--- src/rtl/mc_pkg.sv ---
// rtl/mc_pkg.sv - opcodes, state enum, datapath select encodings and control bundle for mc_control_unit
package mc_pkg;

    localparam logic [5:0] OP_RTYPE = 6'b000000;
    localparam logic [5:0] OP_LW    = 6'b100011;
    localparam logic [5:0] OP_SW    = 6'b101011;
    localparam logic [5:0] OP_BEQ   = 6'b000100;
    localparam logic [5:0] OP_BNE   = 6'b000101;
    localparam logic [5:0] OP_J     = 6'b000010;
    localparam logic [5:0] OP_ADDI  = 6'b001000;

    localparam logic [1:0] PC_SRC_ALU    = 2'b00;
    localparam logic [1:0] PC_SRC_ALUOUT = 2'b01;
    localparam logic [1:0] PC_SRC_JUMP   = 2'b10;

    localparam logic [1:0] ALU_OP_ADD   = 2'b00;
    localparam logic [1:0] ALU_OP_SUB   = 2'b01;
    localparam logic [1:0] ALU_OP_FUNCT = 2'b10;

    localparam logic [1:0] SRCB_B      = 2'b00;
    localparam logic [1:0] SRCB_FOUR   = 2'b01;
    localparam logic [1:0] SRCB_IMM    = 2'b10;
    localparam logic [1:0] SRCB_IMM_SH = 2'b11;

    typedef enum logic [3:0] {
        S_FETCH,
        S_DECODE,
        S_MEM_ADDR,
        S_MEM_RD,
        S_MEM_WB,
        S_MEM_WR,
        S_EXEC_R,
        S_R_WB,
        S_BRANCH,
        S_JUMP,
        S_ADDI_EX,
        S_ADDI_WB,
        S_TRAP
    } state_t;

    typedef struct packed {
        logic       pc_wr;
        logic       pc_wr_cond;
        logic       branch_ne;
        logic       i_or_d;
        logic       mem_rd;
        logic       mem_wr;
        logic       mem_to_reg;
        logic       ir_wr;
        logic [1:0] pc_src;
        logic [1:0] alu_op;
        logic       alu_src_a;
        logic [1:0] alu_src_b;
        logic       reg_wr;
        logic       reg_dst;
    } ctrl_t;

    // States whose exit back to FETCH marks a completed instruction.
    function automatic logic is_retire_state(input state_t s);
        return (s == S_MEM_WB) || (s == S_MEM_WR) || (s == S_R_WB) ||
               (s == S_BRANCH) || (s == S_JUMP)   || (s == S_ADDI_WB);
    endfunction

endpackage

--- src/rtl/mc_op_decode.sv ---
// rtl/mc_op_decode.sv - classifies the instruction opcode into the supported instruction groups
module mc_op_decode
    import mc_pkg::*;
#(
    parameter int OP_W = 6
) (
    input  logic [OP_W-1:0] opcode,
    output logic            is_r,
    output logic            is_lw,
    output logic            is_sw,
    output logic            is_br,
    output logic            is_bne,
    output logic            is_j,
    output logic            is_addi,
    output logic            is_bad
);

    localparam logic [OP_W-1:0] C_RTYPE = OP_W'(OP_RTYPE);
    localparam logic [OP_W-1:0] C_LW    = OP_W'(OP_LW);
    localparam logic [OP_W-1:0] C_SW    = OP_W'(OP_SW);
    localparam logic [OP_W-1:0] C_BEQ   = OP_W'(OP_BEQ);
    localparam logic [OP_W-1:0] C_BNE   = OP_W'(OP_BNE);
    localparam logic [OP_W-1:0] C_J     = OP_W'(OP_J);
    localparam logic [OP_W-1:0] C_ADDI  = OP_W'(OP_ADDI);

    assign is_r    = (opcode == C_RTYPE);
    assign is_lw   = (opcode == C_LW);
    assign is_sw   = (opcode == C_SW);
    assign is_bne  = (opcode == C_BNE);
    assign is_br   = (opcode == C_BEQ) || is_bne;
    assign is_j    = (opcode == C_J);
    assign is_addi = (opcode == C_ADDI);
    assign is_bad  = !(is_r || is_lw || is_sw || is_br || is_j || is_addi);

endmodule

--- src/rtl/mc_control_unit.sv ---
// rtl/mc_control_unit.sv - multicycle processor control FSM with retire counter and sticky illegal-opcode flag
module mc_control_unit
    import mc_pkg::*;
#(
    parameter int OP_W     = 6,
    parameter int CNT_W    = 16,
    parameter int MEM_WAIT = 1
) (
    input  logic             clk,
    input  logic             rst,
    input  logic [OP_W-1:0]  opcode,
    input  logic             mem_ready,
    output logic             pc_wr,
    output logic             pc_wr_cond,
    output logic             branch_ne,
    output logic             i_or_d,
    output logic             mem_rd,
    output logic             mem_wr,
    output logic             mem_to_reg,
    output logic             ir_wr,
    output logic [1:0]       pc_src,
    output logic [1:0]       alu_op,
    output logic             alu_src_a,
    output logic [1:0]       alu_src_b,
    output logic             reg_wr,
    output logic             reg_dst,
    output logic             illegal,
    output logic [CNT_W-1:0] retired
);

    state_t           state;
    state_t           next_state;
    ctrl_t            ctrl;
    ctrl_t            ctrl_out;
    logic             ready;
    logic             illegal_q;
    logic [CNT_W-1:0] retired_q;

    logic is_r, is_lw, is_sw, is_br, is_bne, is_j, is_addi, is_bad;

    assign ready = (MEM_WAIT == 0) ? 1'b1 : mem_ready;

    mc_op_decode #(.OP_W(OP_W)) u_op_decode (
        .opcode  (opcode),
        .is_r    (is_r),
        .is_lw   (is_lw),
        .is_sw   (is_sw),
        .is_br   (is_br),
        .is_bne  (is_bne),
        .is_j    (is_j),
        .is_addi (is_addi),
        .is_bad  (is_bad)
    );

    always_ff @(posedge clk or posedge rst) begin
        if (rst) begin
            state <= S_FETCH;
        end else begin
            state <= next_state;
        end
    end

    always_ff @(posedge clk or posedge rst) begin
        if (rst) begin
            retired_q <= '0;
            illegal_q <= 1'b0;
        end else begin
            if ((next_state == S_FETCH) && is_retire_state(state)) begin
                retired_q <= retired_q + 1'b1;
            end
            if (next_state == S_TRAP) begin
                illegal_q <= 1'b1;
            end
        end
    end

    always_comb begin
        ctrl       = '0;
        next_state = state;
        case (state)
            S_FETCH: begin
                ctrl.mem_rd    = 1'b1;
                ctrl.alu_src_b = SRCB_FOUR;
                ctrl.alu_op    = ALU_OP_ADD;
                ctrl.pc_src    = PC_SRC_ALU;
                // Only these two strobes may depend on the memory handshake.
                ctrl.ir_wr     = ready;
                ctrl.pc_wr     = ready;
                if (ready) begin
                    next_state = S_DECODE;
                end
            end
            S_DECODE: begin
                ctrl.alu_src_b = SRCB_IMM_SH;
                ctrl.alu_op    = ALU_OP_ADD;
                if (is_r) begin
                    next_state = S_EXEC_R;
                end else if (is_lw || is_sw) begin
                    next_state = S_MEM_ADDR;
                end else if (is_br) begin
                    next_state = S_BRANCH;
                end else if (is_j) begin
                    next_state = S_JUMP;
                end else if (is_addi) begin
                    next_state = S_ADDI_EX;
                end else if (is_bad) begin
                    next_state = S_TRAP;
                end
            end
            S_MEM_ADDR: begin
                ctrl.alu_src_a = 1'b1;
                ctrl.alu_src_b = SRCB_IMM;
                ctrl.alu_op    = ALU_OP_ADD;
                if (is_lw) begin
                    next_state = S_MEM_RD;
                end else if (is_sw) begin
                    next_state = S_MEM_WR;
                end else begin
                    next_state = S_TRAP;
                end
            end
            S_MEM_RD: begin
                ctrl.mem_rd = 1'b1;
                ctrl.i_or_d = 1'b1;
                if (ready) begin
                    next_state = S_MEM_WB;
                end
            end
            S_MEM_WB: begin
                ctrl.reg_wr     = 1'b1;
                ctrl.mem_to_reg = 1'b1;
                next_state      = S_FETCH;
            end
            S_MEM_WR: begin
                ctrl.mem_wr = 1'b1;
                ctrl.i_or_d = 1'b1;
                if (ready) begin
                    next_state = S_FETCH;
                end
            end
            S_EXEC_R: begin
                ctrl.alu_src_a = 1'b1;
                ctrl.alu_src_b = SRCB_B;
                ctrl.alu_op    = ALU_OP_FUNCT;
                next_state     = S_R_WB;
            end
            S_R_WB: begin
                ctrl.reg_wr  = 1'b1;
                ctrl.reg_dst = 1'b1;
                next_state   = S_FETCH;
            end
            S_BRANCH: begin
                ctrl.alu_src_a  = 1'b1;
                ctrl.alu_src_b  = SRCB_B;
                ctrl.alu_op     = ALU_OP_SUB;
                ctrl.pc_wr_cond = 1'b1;
                ctrl.pc_src     = PC_SRC_ALUOUT;
                ctrl.branch_ne  = is_bne;
                next_state      = S_FETCH;
            end
            S_JUMP: begin
                ctrl.pc_wr  = 1'b1;
                ctrl.pc_src = PC_SRC_JUMP;
                next_state  = S_FETCH;
            end
            S_ADDI_EX: begin
                ctrl.alu_src_a = 1'b1;
                ctrl.alu_src_b = SRCB_IMM;
                ctrl.alu_op    = ALU_OP_ADD;
                next_state     = S_ADDI_WB;
            end
            S_ADDI_WB: begin
                ctrl.reg_wr = 1'b1;
                next_state  = S_FETCH;
            end
            S_TRAP: begin
                next_state = S_TRAP;
            end
            default: begin
                next_state = S_FETCH;
            end
        endcase
    end

    // Reset forces every strobe low at once, even though state already reads FETCH.
    assign ctrl_out = rst ? '0 : ctrl;

    assign pc_wr      = ctrl_out.pc_wr;
    assign pc_wr_cond = ctrl_out.pc_wr_cond;
    assign branch_ne  = ctrl_out.branch_ne;
    assign i_or_d     = ctrl_out.i_or_d;
    assign mem_rd     = ctrl_out.mem_rd;
    assign mem_wr     = ctrl_out.mem_wr;
    assign mem_to_reg = ctrl_out.mem_to_reg;
    assign ir_wr      = ctrl_out.ir_wr;
    assign pc_src     = ctrl_out.pc_src;
    assign alu_op     = ctrl_out.alu_op;
    assign alu_src_a  = ctrl_out.alu_src_a;
    assign alu_src_b  = ctrl_out.alu_src_b;
    assign reg_wr     = ctrl_out.reg_wr;
    assign reg_dst    = ctrl_out.reg_dst;
    assign illegal    = illegal_q;
    assign retired    = retired_q;

endmodule

--- config.mk ---
export PLATFORM = sky130hd
export DESIGN_NAME = mc_control_unit
export DESIGN_NICKNAME = d
export VERILOG_FILES = /design/src/rtl/mc_pkg.sv /design/src/rtl/mc_op_decode.sv /design/src/rtl/mc_control_unit.sv
export SDC_FILE = /design/constraint.sdc
export NUM_CORES = 1
export LEC_CHECK = 0
export ABC_AREA = 1
export ABC_CLOCK_PERIOD_IN_PS = 1820
export CAP_MARGIN = 20
export CORE_AREA = 2 2 72 74
export CTS_CLUSTER_DIAMETER = 40
export DETAILED_ROUTE_END_ITERATION = 6
export DIE_AREA = 0 0 74 76
export GPL_TIMING_DRIVEN = 0
export PLACE_DENSITY = 0.7
export SYNTH_ARGS = -nofsm -noshare
export SYNTH_HDL_FRONTEND = slang
export SYNTH_SLANG_ARGS = --single-unit
--- constraint.sdc ---
create_clock -name clk -period 1.82 [get_ports clk]
set_clock_uncertainty 0.05 [all_clocks]
set_input_delay 0.364 -clock clk [delete_from_list [all_inputs] [get_ports clk]]
set_output_delay 0.364 -clock clk [all_outputs]
set_load 0.02 [all_outputs]
[After elaboration in Yosys (flattened, before gate mapping)]
Index checks and enable logic that the tools add are counted.
Cells by class
  add/sub/neg operators: 1
  equality and inequality tests: 19
  multiplexer cells: 26
  reduce and logical (&&, ||, !) cells: 21
Operators by type and width (number)
  two-way mux 4 bit: 11
  case mux 4 bit (8 select lines): 1
  == test 4 bit, second input constant: 6
  two-way mux 17 bit: 1
  adder 16 x 1 -> 16 bit, second input constant: 1
  == test 4 x 3 -> 1 bit, second input constant: 4
  == test 6 x 3 -> 1 bit, second input constant: 2
  == test 6 bit, second input constant: 2
  logical OR 1 bit: 12
  == test 4 x 2 -> 1 bit, second input constant: 2
  zero test 4 bit: 2
  two-way mux 1 bit: 8
  case mux 2 bit (2 select lines): 2
  == test 6 x 2 -> 1 bit, second input constant: 1
  == test 6 x 4 -> 1 bit, second input constant: 1
  zero test 6 bit: 1
  case mux 2 bit (3 select lines): 1
  OR reduction 2 bit: 3
  == test 4 x 1 -> 1 bit, second input constant: 1
  OR reduction 4 bit: 1
  OR reduction 3 bit: 1
  two-way mux 2 bit: 1
  case mux 1 bit (2 select lines): 1
  logical AND 1 bit: 1
Storage, ports and cells
  register bits: 21
  input port bits: 9
  output and inout port bits: 34
  logic and storage cells: 70

[Logic depth before layout (Yosys ltp)]
Gate-level depths: netlist of run 1.
  depth in word-level cells: 15
  depth in mapped cells: 10
  gate-level depth less buffers: 9

[Cells and area by module]
Synthesis of run 1 repeated with hierarchy kept, for this count alone.
Second synthesis, totals
  cells, all modules: 280
  area, all modules: 1779.2 µm²
By module, submodules not included
  mc_control_unit: instances 1, cells each 250, area each 1637.8 µm², seq. area each 525.5 µm²
  mc_op_decode: instances 1, cells each 30, area each 141.4 µm², seq. area each 0.0 µm²

[Least setup slack after synthesis of run 1]
Ideal clock, no wire load.
  kind: input to output
  start point: in rst
  end point: out i_or_d
  arrival time: 1.514 ns
  path slack: -0.108 ns
  stages on the path: 3
  path buffers: 0
  cells stage by stage: inv_1 > nand3_1 > o22ai_1
On the way
  longest elaborated chain between the ends: 1
Ends and longest elaborated chain
  start, declared: RTL line mc_control_unit.sv:10  | input logic rst,
  two-way mux 17 bit: RTL line mc_control_unit.sv:186  | assign ctrl_out = rst ? '0 : ctrl;
  end, declared: RTL line mc_control_unit.sv:16  | output logic i_or_d,
Every way passes these cells.

[Worst setup path after layout of run 1]
  start point: reg state[1]
  end point: out pc_src[0]
On the way
  longest elaborated chain between the ends: 3
  elaborated cells on any way between the ends: 4
Ends and longest elaborated chain
  start, declared: RTL line mc_control_unit.sv:31  | state_t state;
  start signal, assigned: RTL line mc_control_unit.sv:59  | state <= next_state;
  == test 4 bit: RTL line mc_control_unit.sv:80  | case (state)
  case mux 2 bit (2 select lines) *: RTL line mc_control_unit.sv:80
  two-way mux 17 bit *: RTL line mc_control_unit.sv:186
  end, declared: RTL line mc_control_unit.sv:21  | output logic [1:0] pc_src,
Mark *: on every way between the ends. The rest lies on a longest branch, timed or not.

==> results.yml, run 1 <==
status:
  outcome: "finished with violations"
  failed_checks: "setup timing"
place:
  place_area_um2: 2160
  hpwl_um: 3240
  gp_congestion: 0.881
  io_buffers: 42
yosys:
  syn-num-nets: 266
  synthCells: 256
  ys_seq_area_share_pct: 31.9
  synth_warnings: 0
  ys_ff_latch: 21
  post_synth_num_cell_types: 28
  avgSynthCellArea_um2: 6.43
  syn-cell-area_um2: 1650
clocking:
  htreeDepth: 1
  cts_tree: "built"
  cts_made_buffers: 3
  cts.clk_slew.worst_paths_ns: 0.08
  cts_sinks: 21
  insertion_delay_ns: 0.27
  clock_path_buffers: 2
  clockRootBuffer: "clkbuf_8"
drt:
  via_count: 1874
  dr.pass1.iters: 4
  vias_per_cell: 4.73
  drc_errors: 0
  ant_nets: 0
  wl_um: 4730
  wl_per_cell_um: 11.9
  drtIter0Drc: 72
critical_path:
  cp.arrival_ns: 1.43
  critPathKind: "flip-flop to output port"
  cp-end-kind: "output port"
  required_ns: 1.41
  critPathLaunchType: "flip-flop"
  crit_fanout: 4
power:
  peakVddDrop_v: 0.000847
  finalPower_mw: 2.49
  powerDensity_nw_per_um2: 1020
  leakagePower_nw: 1.23
timing:
  setup_viol: 3
  slew_headroom_pct: 64.7
  period_needed_ns: 1.85
  fmax_mhz: 541
  slew_violations: 0
  hold_viol: 0
  final.setup.worst_slack_ns: -0.0287
  finalCritPeriodShare_pct: 102
  tightest_slew_ns: 0.527
  rsz0062_at_grt: "true"
min_path:
  hp-class: "input port to async pin"
floorplan:
  die-area_um2: 5620
  dieHeight_um: 76
  ios: 43
  initial_utilization_pct: 33.5
  die-width_um: 74
  core_um2: 4910
  row_count: 26
layout:
  areaGrowthSynthToFinish_pct: 48.1
  fill_cells: 472
  drive_gt1_share_pct: 27.0
  fin_area_um2: 2440
  antenna_cells: 0
  final-seq-area_um2: 527
  fin_nets: 337
  multi_input_area_um2: 1060
global_route:
  antenna_found_initial: 0
  grt_pass1_wl_um: 7730
  track_usage_pct: 17.2
  globalRouteOverflowTotal: 0
  grt_pass1_vias: 1688
  grt_max_degree: 13
run:
  drv_cap: 0
[layer usage]
layer  share of wire (%)  track usage (%)  vias to the layer above
met3                 4.2             2.25                        9
met1                  46             23.3                      854
li1                    -                -                      965
met2                  48             27.9                       46
met5                   0                0                        -
met4                 1.8             5.45                        0
[Yosys cell counts, drive strengths merged]
cell | n | area (um2)
a211oi | 1 | 7.51
a21oi | 3 | 15.0
buf | 5 | 33.8
clkbuf | 1 | 3.75
dfrtp | 21 | 526
ha | 1 | 12.5
inv | 27 | 101
nand2 | 92 | 368
nand3 | 16 | 97.6
nand4 | 23 | 144
nor2 | 48 | 211
nor3 | 4 | 20.0
o211ai | 2 | 15.0
o21ai | 2 | 10.0
o22ai | 2 | 12.5
or2 | 1 | 6.26
xnor2 | 4 | 35.0
xor2 | 3 | 26.3
[cell type report]
cell class                 instances  area share (%)
sequential                        21            21.6
tap                               70            3.59
buffer                             6            1.80
clock inverter                     1           0.205
clock buffer                       3            1.69
timing repair inverter             1           0.205
multi-input combinational        202            43.4
inverter                          27            4.31
timing repair buffer              65            23.2
[per-stage QoR]
step	TNS, ns	worst slack, ns	util, %	hold WS (ns)	std cells
3_5_place_dp	-16.10	-1.11	43.9	0.404	368
4_1_cts	0	0.000390	46.4	0.250	384
3_3_place_gp	-15.69	-1.12	43.9	0.399	368
2_1_floorplan	0	0.147	-	0.177	256
5_1_grt	-1.03	-0.101	49.6	0.272	396
6_report	-0.0718	-0.0287	49.6	0.267	396
[state kept, by name, indices dropped and copies added (netlist names)]
| name | cells |
|---|---|
| retired | 16 |
| state | 4 |
| illegal | 1 |
[logic make-up after synthesis]
logic type	count (synthesis)	share of synthesized area, %
compound gates	10	3.65
flops	21	31.9
simple gates	184	51.5
xor+xnor	7	3.73
buf+inv	33	8.44
fa+ha+maj	1	0.760
[worst max-delay path, cell delays in order, from the launching register on]
cell and delay, ns:
dfrtp_1 0.43, inv_2 0.13, nand2_4 0.09, nor2_4 0.09
inv_2 0.06, nor2_2 0.12, buf_4 0.12, buf_4 0.13
[path summary, 6_finish.rpt]
check	startpoint	to	slack, ns	cells past startpoint
hold reg to reg	illegal	illegal	0.42	2
min in group clk	illegal	illegal	0.42	2
setup / recovery	state[1]	pc_src[0]	-0.03	7
setup reg to reg	state[1]	retired[8]	0.05	11
max in group asynchronous	rst	illegal	1.16	2
hold / removal	rst	retired[10]	0.27	2
[cells in the final DEF (no fill, tap or decap), types with 4 or more instances in the layout]
master / netlist / routed
nor2_1: 43 / 33
dlymetal6s2s_1: 0 / 7
buf_4: 1 / 34
nor2_2: 3 / 8
xnor2_1: 4 / 4
nand2_1: 87 / 85
nand2_2: 3 / 5
clkdlybuf4s50_1: 0 / 13
nand4_1: 23 / 23
inv_1: 22 / 19
inv_2: 5 / 7
dfrtp_1: 21 / 20
buf_2: 3 / 4
nand3_1: 14 / 12
nor2_4: 1 / 6
dlygate4sd2_1: 0 / 4
[power by group]
part           total [mW]  internal, mW  switching, mW  leakage [nW]
Combinational        1.51         0.629          0.879         0.929
Clock               0.312         0.153          0.159        0.0255
Sequential          0.670         0.548          0.122         0.279
[what timing repair did]
action	4_1_cts	5_1_grt
gates cloned	1	0
endpoints found under the setup margin	28	35
setup buffers	11	12
resized for setup	82	35
hold buffers	0	0
pin swaps	5	10
(Power assumes the default switching activity.)
==> inputs of run 2 (changes only) <==
Settings changed: SLEW_MARGIN from default to 20.
==> results of run 2 <==
Same layout as run 1: the final DEF is identical, and so are final timing and power.
==> inputs of run 3 (changes only) <==
Settings changed: CORE_AREA 2 2 72 74 to 10 10 80 82, DIE_AREA 0 0 74 76 to 0 0 90 92, MAX_ROUTING_LAYER from default to met4, SETUP_SLACK_MARGIN from default to 0.3.
==> run 3 against run 2 <==
  * The run still ends with setup timing left
  * Count of clock-buffer cells in the layout unchanged
  * Critical path type unchanged
  * Utilization grew 3.5 points
  * Maximum frequency is 1.0% higher
  * Routed wire length increased by 14%
  * Flip-flop and latch count is the same
  * Non-clock buffer count increased by 3
  * Largest cell class unchanged
==> results.yml, run 3 (same netlist as run 1, synthesis figures left out) <==
status:
  outcome: "finished with violations"
  failed_checks: "setup timing"
timing:
  hold_viol: 0
  finalCritPeriodShare_pct: 101
  slew_headroom_pct: 62.5
  rsz0062_at_grt: "true"
  fmax_mhz: 547
  period_needed_ns: 1.83
  slew_violations: 0
  tightest_slew_ns: 0.560
  setup_viol: 4
  final.setup.worst_slack_ns: -0.00963
critical_path:
  cp.arrival_ns: 1.42
  cp-end-kind: "output port"
  ff2ff_path_depth: 12
  slowest_delay_ns: 0.43
  critPathKind: "flip-flop to output port"
  required_ns: 1.41
  crit_fanout: 5
  r2r-end: "retired[14]"
  reg2reg_slack_ns: 0.03
  critical_path.cell_chain: "inv_2 > nand3_1 > nor2_1 > clkdlybuf4s15_2"
  reg2reg_from: "state[0]"
  critPathLaunchType: "flip-flop"
  critPathSlowestCell: "dfrtp_1"
floorplan:
  dieHeight_um: 92
  row_count: 26
  ios: 43
  initial_utilization_pct: 33.5
  die-width_um: 90
  die-area_um2: 8280
  core_um2: 4910
drt:
  via_count: 1923
  wl_um: 5400
  ant_nets: 0
  wl_per_cell_um: 13.5
  drc_errors: 0
  drtIter0Drc: 112
  dr.pass1.iters: 4
  vias_per_cell: 4.82
place:
  place_area_um2: 2190
  io_buffers: 42
  place_inst: 368
  gp_congestion: 0.929
  pre_cts_slack_ns: -1.19
  hpwl_um: 3560
global_route:
  grt_pass1_wl_um: 8910
  grt_pass1_vias: 1917
  grt_max_degree: 13
  antenna_found_initial: 0
  globalRouteOverflowTotal: 0
  track_usage_pct: 12.9
layout:
  largest_reg_flops: 16
  areaGrowthSynthToFinish_pct: 58.6
  antenna_cells: 0
  fin_area_um2: 2610
  final_common_cell: "nand2_1"
  final_cell_mix: "nand2_1 (78), nor2_1 (34), buf_4 (26)"
  drive_gt1_share_pct: 32.8
  fin_nets: 340
  layoutNonFillerInstCount: 399
power:
  leakagePower_nw: 1.26
  finalPower_mw: 2.88
  peakVddDrop_v: 0.000513
  powerDensity_nw_per_um2: 1100
clocking:
  cts_tree: "built"
  hold_buffers: 0
  cts.clk_slew.worst_paths_ns: 0.08
  cts_sinks: 21
  htreeDepth: 1
  insertion_delay_ns: 0.26
  clock_path_buffers: 2
  clockRootBuffer: "clkbuf_8"
  cts_made_buffers: 3
min_path:
  hp-class: "input port to async pin"
run:
  drv_cap: 0
## run 3: cell types whose count changed in the layout (fill, tap and decap cells not counted), sizes merged
cell           before  now
buf                39   45
clkbuf              7    9
clkdlybuf4s15       4    8
clkdlybuf4s50      13    1
dlygate4sd2         4   14
dlymetal6s2s        7    0
## run 3: area by class of cell
| class | count | area [um2] |
|---|---|---|
| fill | 444 | 2300 |
| inverter | 27 | 118 |
| timing repair inverter | 1 | 5.00 |
| timing repair buffer | 68 | 622 |
| buffer | 6 | 60.1 |
| clock buffer | 3 | 41.3 |
| multi-input combinational | 202 | 1140 |
| clock inverter | 1 | 5.00 |
| sequential | 21 | 528 |
| tap | 70 | 87.6 |
## run 3: metal layers
layer | part of all wire [%] | vias up | track usage (%)
met2 | 52 | 49 | 23.1
met4 | 1.0 | 0 | 3.05
met1 | 43 | 890 | 14.6
met5 | 0 | - | -
met3 | 4.0 | 8 | 2.20
li1 | - | 976 | -
## run 3: worst max-delay path: cells and delay by family, from the launching register on
kind	cells	cell delay, ns
buf+inv	2	0.41
simple gates	2	0.32
flops	1	0.43
## run 3: what timing repair did
action                     4_1_cts  5_1_grt
setup endpoints to repair       54       46
pin swaps                       14        8
gates resized for setup        143       42
hold endpoints to repair         0        0
gates cloned                     2        1
setup buffers                   20        4
## run 3: worst max path at each step
stage                     cells past startpoint    endpoint     start
after global placement                        5      i_or_d       rst
after CTS                                     7   pc_src[0]  state[0]
after floorplan                               3      i_or_d       rst
final                                         4      mem_wr  state[3]
after global routing                          4  mem_to_reg  state[3]
after detailed placement                      5      i_or_d       rst
## run 3: stage by stage
| stage | setup TNS (ns) | hold slack (ns) | utilization [%] |
|---|---|---|---|
| floorplan | 0 | 0.177 | - |
| global placement | -17.76 | 0.400 | 44.6 |
| detailed placement | -18.16 | 0.418 | 44.6 |
| CTS | 0 | 0.141 | 50.6 |
| global route | -1.77 | 0.151 | 53.1 |
| finish | -0.0289 | 0.138 | 53.1 |
## run 3: power by group
| part | internal (mW) | switching (mW) | total [mW] |
|---|---|---|---|
| logic | 0.851 | 1.05 | 1.90 |
| clock network | 0.153 | 0.158 | 0.311 |
| registers | 0.550 | 0.119 | 0.669 |
